$ cat config.mk
export PLATFORM = sky130hd
export DESIGN_NAME = tdm_mux
export DESIGN_NICKNAME = d
export VERILOG_FILES = /design/src/rtl/tdm_mux.sv
export SDC_FILE = /design/constraint.sdc
export NUM_CORES = 1
export LEC_CHECK = 0
export BUFFER_PORTS_ARGS = -buffer_cell sky130_fd_sc_hd__buf_2
export CORE_MARGIN = 2
export CORE_UTILIZATION = 43
export DETAILED_ROUTE_END_ITERATION = 16
export GPL_ROUTABILITY_DRIVEN = 1
export HOLD_SLACK_MARGIN = 0.12
export PLACE_DENSITY_LB_ADDON = 0.3
export SYNTH_ARGS = -nofsm -noshare
export SYNTH_HDL_FRONTEND = slang
export SYNTH_SLANG_ARGS = --single-unit
$ cat constraint.sdc
create_clock -name clk -period 2.4 [get_ports clk]
set_clock_uncertainty 0.2 [all_clocks]
set_input_delay 0.12 -clock clk [delete_from_list [all_inputs] [get_ports clk]]
set_output_delay 0.12 -clock clk [all_outputs]
set_load 0.005 [all_outputs]
$ cat src/rtl/tdm_mux.sv
// Time-division multiplexer. It picks one channel of a packed input bus,
// chosen either by a manual select or by an internal scan pointer. It then
// presents the registered sample until the consumer accepts it.
//
// Handshake: a transfer completes at a rising edge where valid and ready
// are both 1. While valid=1 and ready=0, y and ch hold steady. valid never
// drops before its transfer is accepted. ready may be asserted at any time
// and has no effect while valid=0.
module tdm_mux #(
    parameter int N_CH = 16,
    parameter int W    = 1,
    parameter int GAP  = 0,
    localparam int SW  = $clog2(N_CH)
) (
    input  logic              clk,
    input  logic              rst,
    input  logic [N_CH*W-1:0] a,
    input  logic [SW-1:0]     s,
    input  logic              mode,
    input  logic              en,
    input  logic              ready,
    output logic [W-1:0]      y,
    output logic [SW-1:0]     ch,
    output logic              valid,
    output logic              scan_done
);

    typedef enum logic [1:0] {
        ST_IDLE = 2'd0,
        ST_PRES = 2'd1,
        ST_GAP  = 2'd2
    } state_t;

    // The gap counter is preloaded with GAP-1 so that GAP cycles pass with valid low.
    localparam logic [3:0]    GAP_LOAD = (GAP > 0) ? 4'(GAP - 1) : 4'd0;
    localparam logic [SW-1:0] LAST_CH  = SW'(N_CH - 1);

    state_t          state_q, state_d;
    logic [3:0]      gap_cnt_q, gap_cnt_d;
    logic [SW-1:0]   ptr_q, ptr_d;
    logic [W-1:0]    y_q, y_d;
    logic [SW-1:0]   ch_q, ch_d;
    logic            scan_done_q, scan_done_d;
    logic            handshake;
    logic            capture;
    logic [SW-1:0]   sel;

    assign handshake = (state_q == ST_PRES) && ready;

    // Next-state logic: decides when to capture a new sample and how to sequence the idle gap.
    always_comb begin
        state_d   = state_q;
        gap_cnt_d = gap_cnt_q;
        capture   = 1'b0;
        case (state_q)
            ST_IDLE: begin
                if (en) begin
                    capture = 1'b1;
                    state_d = ST_PRES;
                end
            end
            ST_PRES: begin
                if (ready) begin
                    if (GAP == 0) begin
                        if (en) begin
                            capture = 1'b1;
                        end else begin
                            state_d = ST_IDLE;
                        end
                    end else begin
                        state_d   = ST_GAP;
                        gap_cnt_d = GAP_LOAD;
                    end
                end
            end
            ST_GAP: begin
                if (gap_cnt_q == 4'd0) begin
                    if (en) begin
                        capture = 1'b1;
                        state_d = ST_PRES;
                    end else begin
                        state_d = ST_IDLE;
                    end
                end else begin
                    gap_cnt_d = gap_cnt_q - 4'd1;
                end
            end
            default: state_d = ST_IDLE;
        endcase
    end

    // Datapath: the scan pointer moves first, so a capture on the same edge already uses the next channel.
    always_comb begin
        ptr_d       = ptr_q;
        y_d         = y_q;
        ch_d        = ch_q;
        scan_done_d = 1'b0;
        if (handshake && mode) begin
            ptr_d       = ptr_q + 1'b1;
            scan_done_d = (ch_q == LAST_CH);
        end
        sel = mode ? ptr_d : s;
        if (capture) begin
            y_d  = a[int'(sel)*W +: W];
            ch_d = sel;
        end
    end

    // Output decode: a transfer is presented exactly while in the PRES state.
    always_comb begin
        valid = (state_q == ST_PRES);
    end

    // State register with synchronous reset; reset discards any pending transfer.
    always_ff @(posedge clk) begin
        if (rst) begin
            state_q     <= ST_IDLE;
            gap_cnt_q   <= 4'd0;
            ptr_q       <= '0;
            y_q         <= '0;
            ch_q        <= '0;
            scan_done_q <= 1'b0;
        end else begin
            state_q     <= state_d;
            gap_cnt_q   <= gap_cnt_d;
            ptr_q       <= ptr_d;
            y_q         <= y_d;
            ch_q        <= ch_d;
            scan_done_q <= scan_done_d;
        end
    end

    assign y         = y_q;
    assign ch        = ch_q;
    assign scan_done = scan_done_q;

endmodule

# Word-level counts from Yosys, hierarchy flattened
# Cells that the tools add are included.
totals:
  reg_bits: 16
  in_bits: 25
  out_inout_bits: 7
op_classes:
  add_sub_neg: 2
  n_eq_ne: 7
  shift: 1
  muxes: 12
  bitwise_logic: 2
  reduce_logical: 7
ops:
  columns: ["operator", "count"]
  rows:
  - ["$shiftx A16 B5 Y1", 1]
  - ["$mux W2", 4]
  - ["$mux W4", 2]
  - ["$ne A2 B2 Y1 const B", 4]
  - ["$pmux W2 S3", 1]
  - ["$add A4 B1 Y4 const B", 1]
  - ["$eq A4 B4 Y1 const B", 1]
  - ["$logic_not A4 Y1", 1]
  - ["$mux W1", 4]
  - ["$reduce_and A4 Y1", 1]
  - ["$sub A4 B1 Y4 const B", 1]
  - ["$pmux W1 S3", 1]
  - ["$eq A2 B1 Y1 const B", 1]
  - ["$eq A2 B2 Y1 const B", 1]
  - ["$logic_and A1 B1 Y1", 2]
  - ["$logic_not A2 Y1", 1]
  - ["$not A1 Y1", 2]
  - ["$reduce_and A2 Y1", 1]
  - ["$reduce_or A2 Y1", 1]

# Depth between registers and ports, before layout
depth:
  word_depth: 6
  mapped_depth: 9
  depth_no_buf: 7

# Worst setup path before layout
# Ideal clock, no wire load.
synth_path:
  path_type: "reg2reg"
  start: "register state_q[0]"
  end: "register y_q, in the netlist y"
  setup_ns: 0.122
  arrival_ns: 1.970
  setup_slack_ns: 0.108
  path_stages_with_launch: 9
  path_buffers: 2
  period_less_slack_ns: 2.292
  path_cell_list: "dfxtp_1 buf_4 and2_4 buf_8 o211ai_4 mux2_1 o311a_1 o211a_1 a311o_1"
synth_between:
  elab_chain_cells: 6
  elab_cells_between_ends: 9
synth_lines:
  columns: ["element", "line_no", "rtl"]
  rows:
  - ["start, declared", "38", "state_t state_q, state_d;"]
  - ["start signal, assigned", "124", "state_q <= state_d;"]
  - ["$eq A2 B1 Y1", "48, 55", null]
  - ["$logic_and A1 B1 Y1", "48", "assign handshake = (state_q == ST_PRES) && ready;"]
  - ["$logic_and A1 B1 Y1", "98", "if (handshake && mode) begin"]
  - ["$mux W4", "98", null]
  - ["$mux W4", "102", "sel = mode ? ptr_d : s;"]
  - ["$shiftx A16 B5 Y1", "104", "y_d = a[int'(sel)*W +: W];"]
  - ["end signal, assigned", "127", "y_q <= y_d;"]
  - ["end, declared", "41", "logic [W-1:0] y_q, y_d;"]
# Parallel ways exist; a longest one is shown, timed or not.
# A chain may end at the register's enable or synchronous reset.

# Worst setup path after layout
layout_path:
  start: "input port ready"
  end: "register y_q, in the netlist y"
layout_between:
  elab_chain_cells: 5
  elab_cells_between_ends: 7
layout_lines:
  columns: ["element", "line_no", "rtl"]
  rows:
  - ["start, declared", "21", "input logic ready,"]
  - ["$logic_and A1 B1 Y1", "48", null]
  - ["$logic_and A1 B1 Y1", "98", null]
  - ["$mux W4", "98", null]
  - ["$mux W4", "102", null]
  - ["$shiftx A16 B5 Y1", "104", null]
# Parallel ways exist; a longest one is shown, timed or not.

==> impl_metrics.json <==
{
  "io_pins": 32,
  "hold_class": "in2reg",
  "vias_per_cell": 5.28,
  "die_w_um": 48.0,
  "final_common_cell": "buf_2",
  "area_growth_pct": 28.3,
  "synthArstFlopShare_pct": 0,
  "grt_pass1_wl_mm": 2.86,
  "start_util_pct": 47.2,
  "grt_start_max_net_pins": 16,
  "synth_seq_cells": 11,
  "finalNetCount": 162,
  "status": "completed",
  "slew_viol_final": 0,
  "swShare_pct": 27.1,
  "clock_latency_ps": 260,
  "fp.dieH_um": 48.0,
  "synth.distinct_cells": 38,
  "synth_edf_count": 0,
  "synth_warnings": 0,
  "core.rowCount": 15,
  "syn_area_um2": 832,
  "intPower_uw": 312,
  "r2r_cells": 6,
  "r2r_setup_slack_ps": 120,
  "fin_crit_sh_pct": 96.8,
  "p_leak_uw": 0.000513,
  "root_buffer": "clkbuf_4",
  "core_area_mm2": 0.00176,
  "finalHoldViolCount": 0,
  "pwr_density_cell_mw_per_mm2": 401,
  "setup_viol": 0,
  "critical_path_class": "in2reg",
  "cts_buffer_depth": 2,
  "drc": 0,
  "gp_congestion": 0.926,
  "antenna_found_initial": 0,
  "layout_common_cells": "buf_2, nor2_1, mux2i_1",
  "irDropWorstVdd_mv": 0.366,
  "power.share.sequential_pct": 45.9,
  "num_antenna_cells": 0,
  "synthCells": 98,
  "cts_buffers": 3,
  "cts_sinks": 11,
  "htreeDepth": 1,
  "final_antenna_net_count": 0,
  "clkTransAtPathRegs_ps": 60,
  "postCtsSetupBuffers": 0,
  "post_drt_wl_per_cell_um": 12.7,
  "synth_sequential_area_ratio_pct": 26.5,
  "fin_tns_setup_ps": 0,
  "dpl.hpwl_mm": 1.55,
  "worstPathRequired_ps": 2350,
  "crit_path_start": "ready",
  "syn_avg_cell_area_um2": 8.49,
  "switchingPower_uw": 116,
  "power_frac_comb_pct": 26.2,
  "routed_wl_mm": 2.03,
  "num-fill-cells": 193,
  "max_freq_ghz": 0.431,
  "initialDrtViolationCount": 19,
  "timing.rr.start": "ptr_q[0]",
  "start_kind": "input pin",
  "ys.flop_type": "dfxtp_1",
  "route.vias.total": 844,
  "end_kind": "flop",
  "drv_cap": 0,
  "r2r_end": "y",
  "drt_first_pass_iters": 4,
  "post-route-util_pct": 60.5,
  "critPathCapture": "y",
  "grt_pass1_vias": 709,
  "pwr-share-clk_pct": 27.9,
  "port_buffers": 31,
  "rsz0062_at_grt": "no",
  "cts_tree": "done",
  "syn-num-nets": 124,
  "overflow": 0,
  "slew_headroom_pct": 77.7,
  "critical_path_arrival_ps": 2270,
  "worstMarginPinSlew_ps": 332,
  "drive_gt1_share_pct": 30.4,
  "dieArea_mm2": 0.00230,
  "cp_max_fo": 9,
  "period_needed_ps": 2320,
  "grt_usage_pct": 17.7
}
cell families (layout without fill, tap and decap cells):
| family | Yosys count | in the layout | share of synthesized area [%] |
|---|---|---|---|
| buf+inv | 12 | 49 | 9.47 |
| mux | 12 | 12 | 14.6 |
| xor+xnor | 2 | 2 | 2.11 |
| flops | 11 | 11 | 26.5 |
| simple gates | 36 | 36 | 22.7 |
| fa+ha+maj | 1 | 1 | 1.50 |
| compound gates | 24 | 24 | 23.2 |
worst min-delay path by stage:
| stage | startpoint | to | slack (ps) | cells past startpoint |
|---|---|---|---|---|
| global route | mode | ptr_q[0] | 140 | 3 |
| CTS | s[1] | ch[1] | 120 | 4 |
| finish | mode | ptr_q[0] | 130 | 3 |
| global placement | en | state_q[0] | 150 | 3 |
| detailed placement | en | state_q[0] | 150 | 3 |
| floorplan | en | state_q[0] | 40 | 2 |
metrics by stage:
step | worst slack [ps] | area (um^2) | hold WS, ps | total power (uW) | std cells
finish | 77.4 | 1070 | 128 | 428 | 160
global route | 5.21 | 1070 | 142 | 452 | 160
CTS | 88.1 | 1070 | 124 | 434 | 160
detailed placement | 128 | 970 | 149 | 301 | 149
global placement | 189 | 970 | 146 | 300 | 149
floorplan | 108 | 832 | 37.4 | 270 | 98
timing repair:
item,in CTS,in global routing
hold endpoints to repair,11,0
hold buffers,7,0
gates resized for setup,0,1
endpoints found under the setup margin,0,1
worst max-delay path: stages:
cell and delay [ps]:
buf_2 160, dlygate4sd3_1 600, nand4b_2 170, o211ai_4 200, mux2_1 360, o311a_1 290, o211a_1 100, a311o_1 260
power by group through the flow:
stage          clock network [uW]  logic (uW)  registers (uW)
6_report                      120         112             197
5_1_grt                       132         123             198
4_1_cts                       126         111             196
3_5_place_dp                    0         101             200
3_3_place_gp                    0        99.8             200
2_1_floorplan                   0        70.9             199
cell usage after synthesis, types with 2 or more instances:
cell type   n  area (um^2)
xor2_1      2         17.5
a21oi_1     6         30.0
nor2_1     11         41.3
buf_4       2         15.0
nand3_1     5         25.0
buf_6       2         22.5
dfxtp_1    11          220
mux2i_1    11          110
a311o_1     2         20.0
o21ai_0     5         25.0
nor3_1      5         25.0
inv_1       6         22.5
nand2_1     5         18.8
routing by layer:
layer / vias up / part of all wire, % / global-route usage, %
met3: 4 / 5.1 / 1.13
met5: - / 0 / 0
li1: 436 / - / -
met2: 29 / 45 / 28.0
met4: 0 / 1.9 / 10.3
met1: 375 / 48 / 23.7
registers in the layout (all words and copies together), names as in the netlist:
register,flops
state_q,1
scan_done,1
y,1
ptr_q,4
ch,4
layout make-up:
class / count / area [um^2] / area share, %
Timing Repair Buffer: 39 / 233 / 21.8
Tap cell: 25 / 31.3 / 2.93
Clock buffer: 4 / 26.3 / 2.46
Inverter: 6 / 22.5 / 2.11
Sequential cell: 11 / 221 / 20.8
Multi-Input combinational cell: 75 / 533 / 49.9
(Power assumes the default switching activity.)
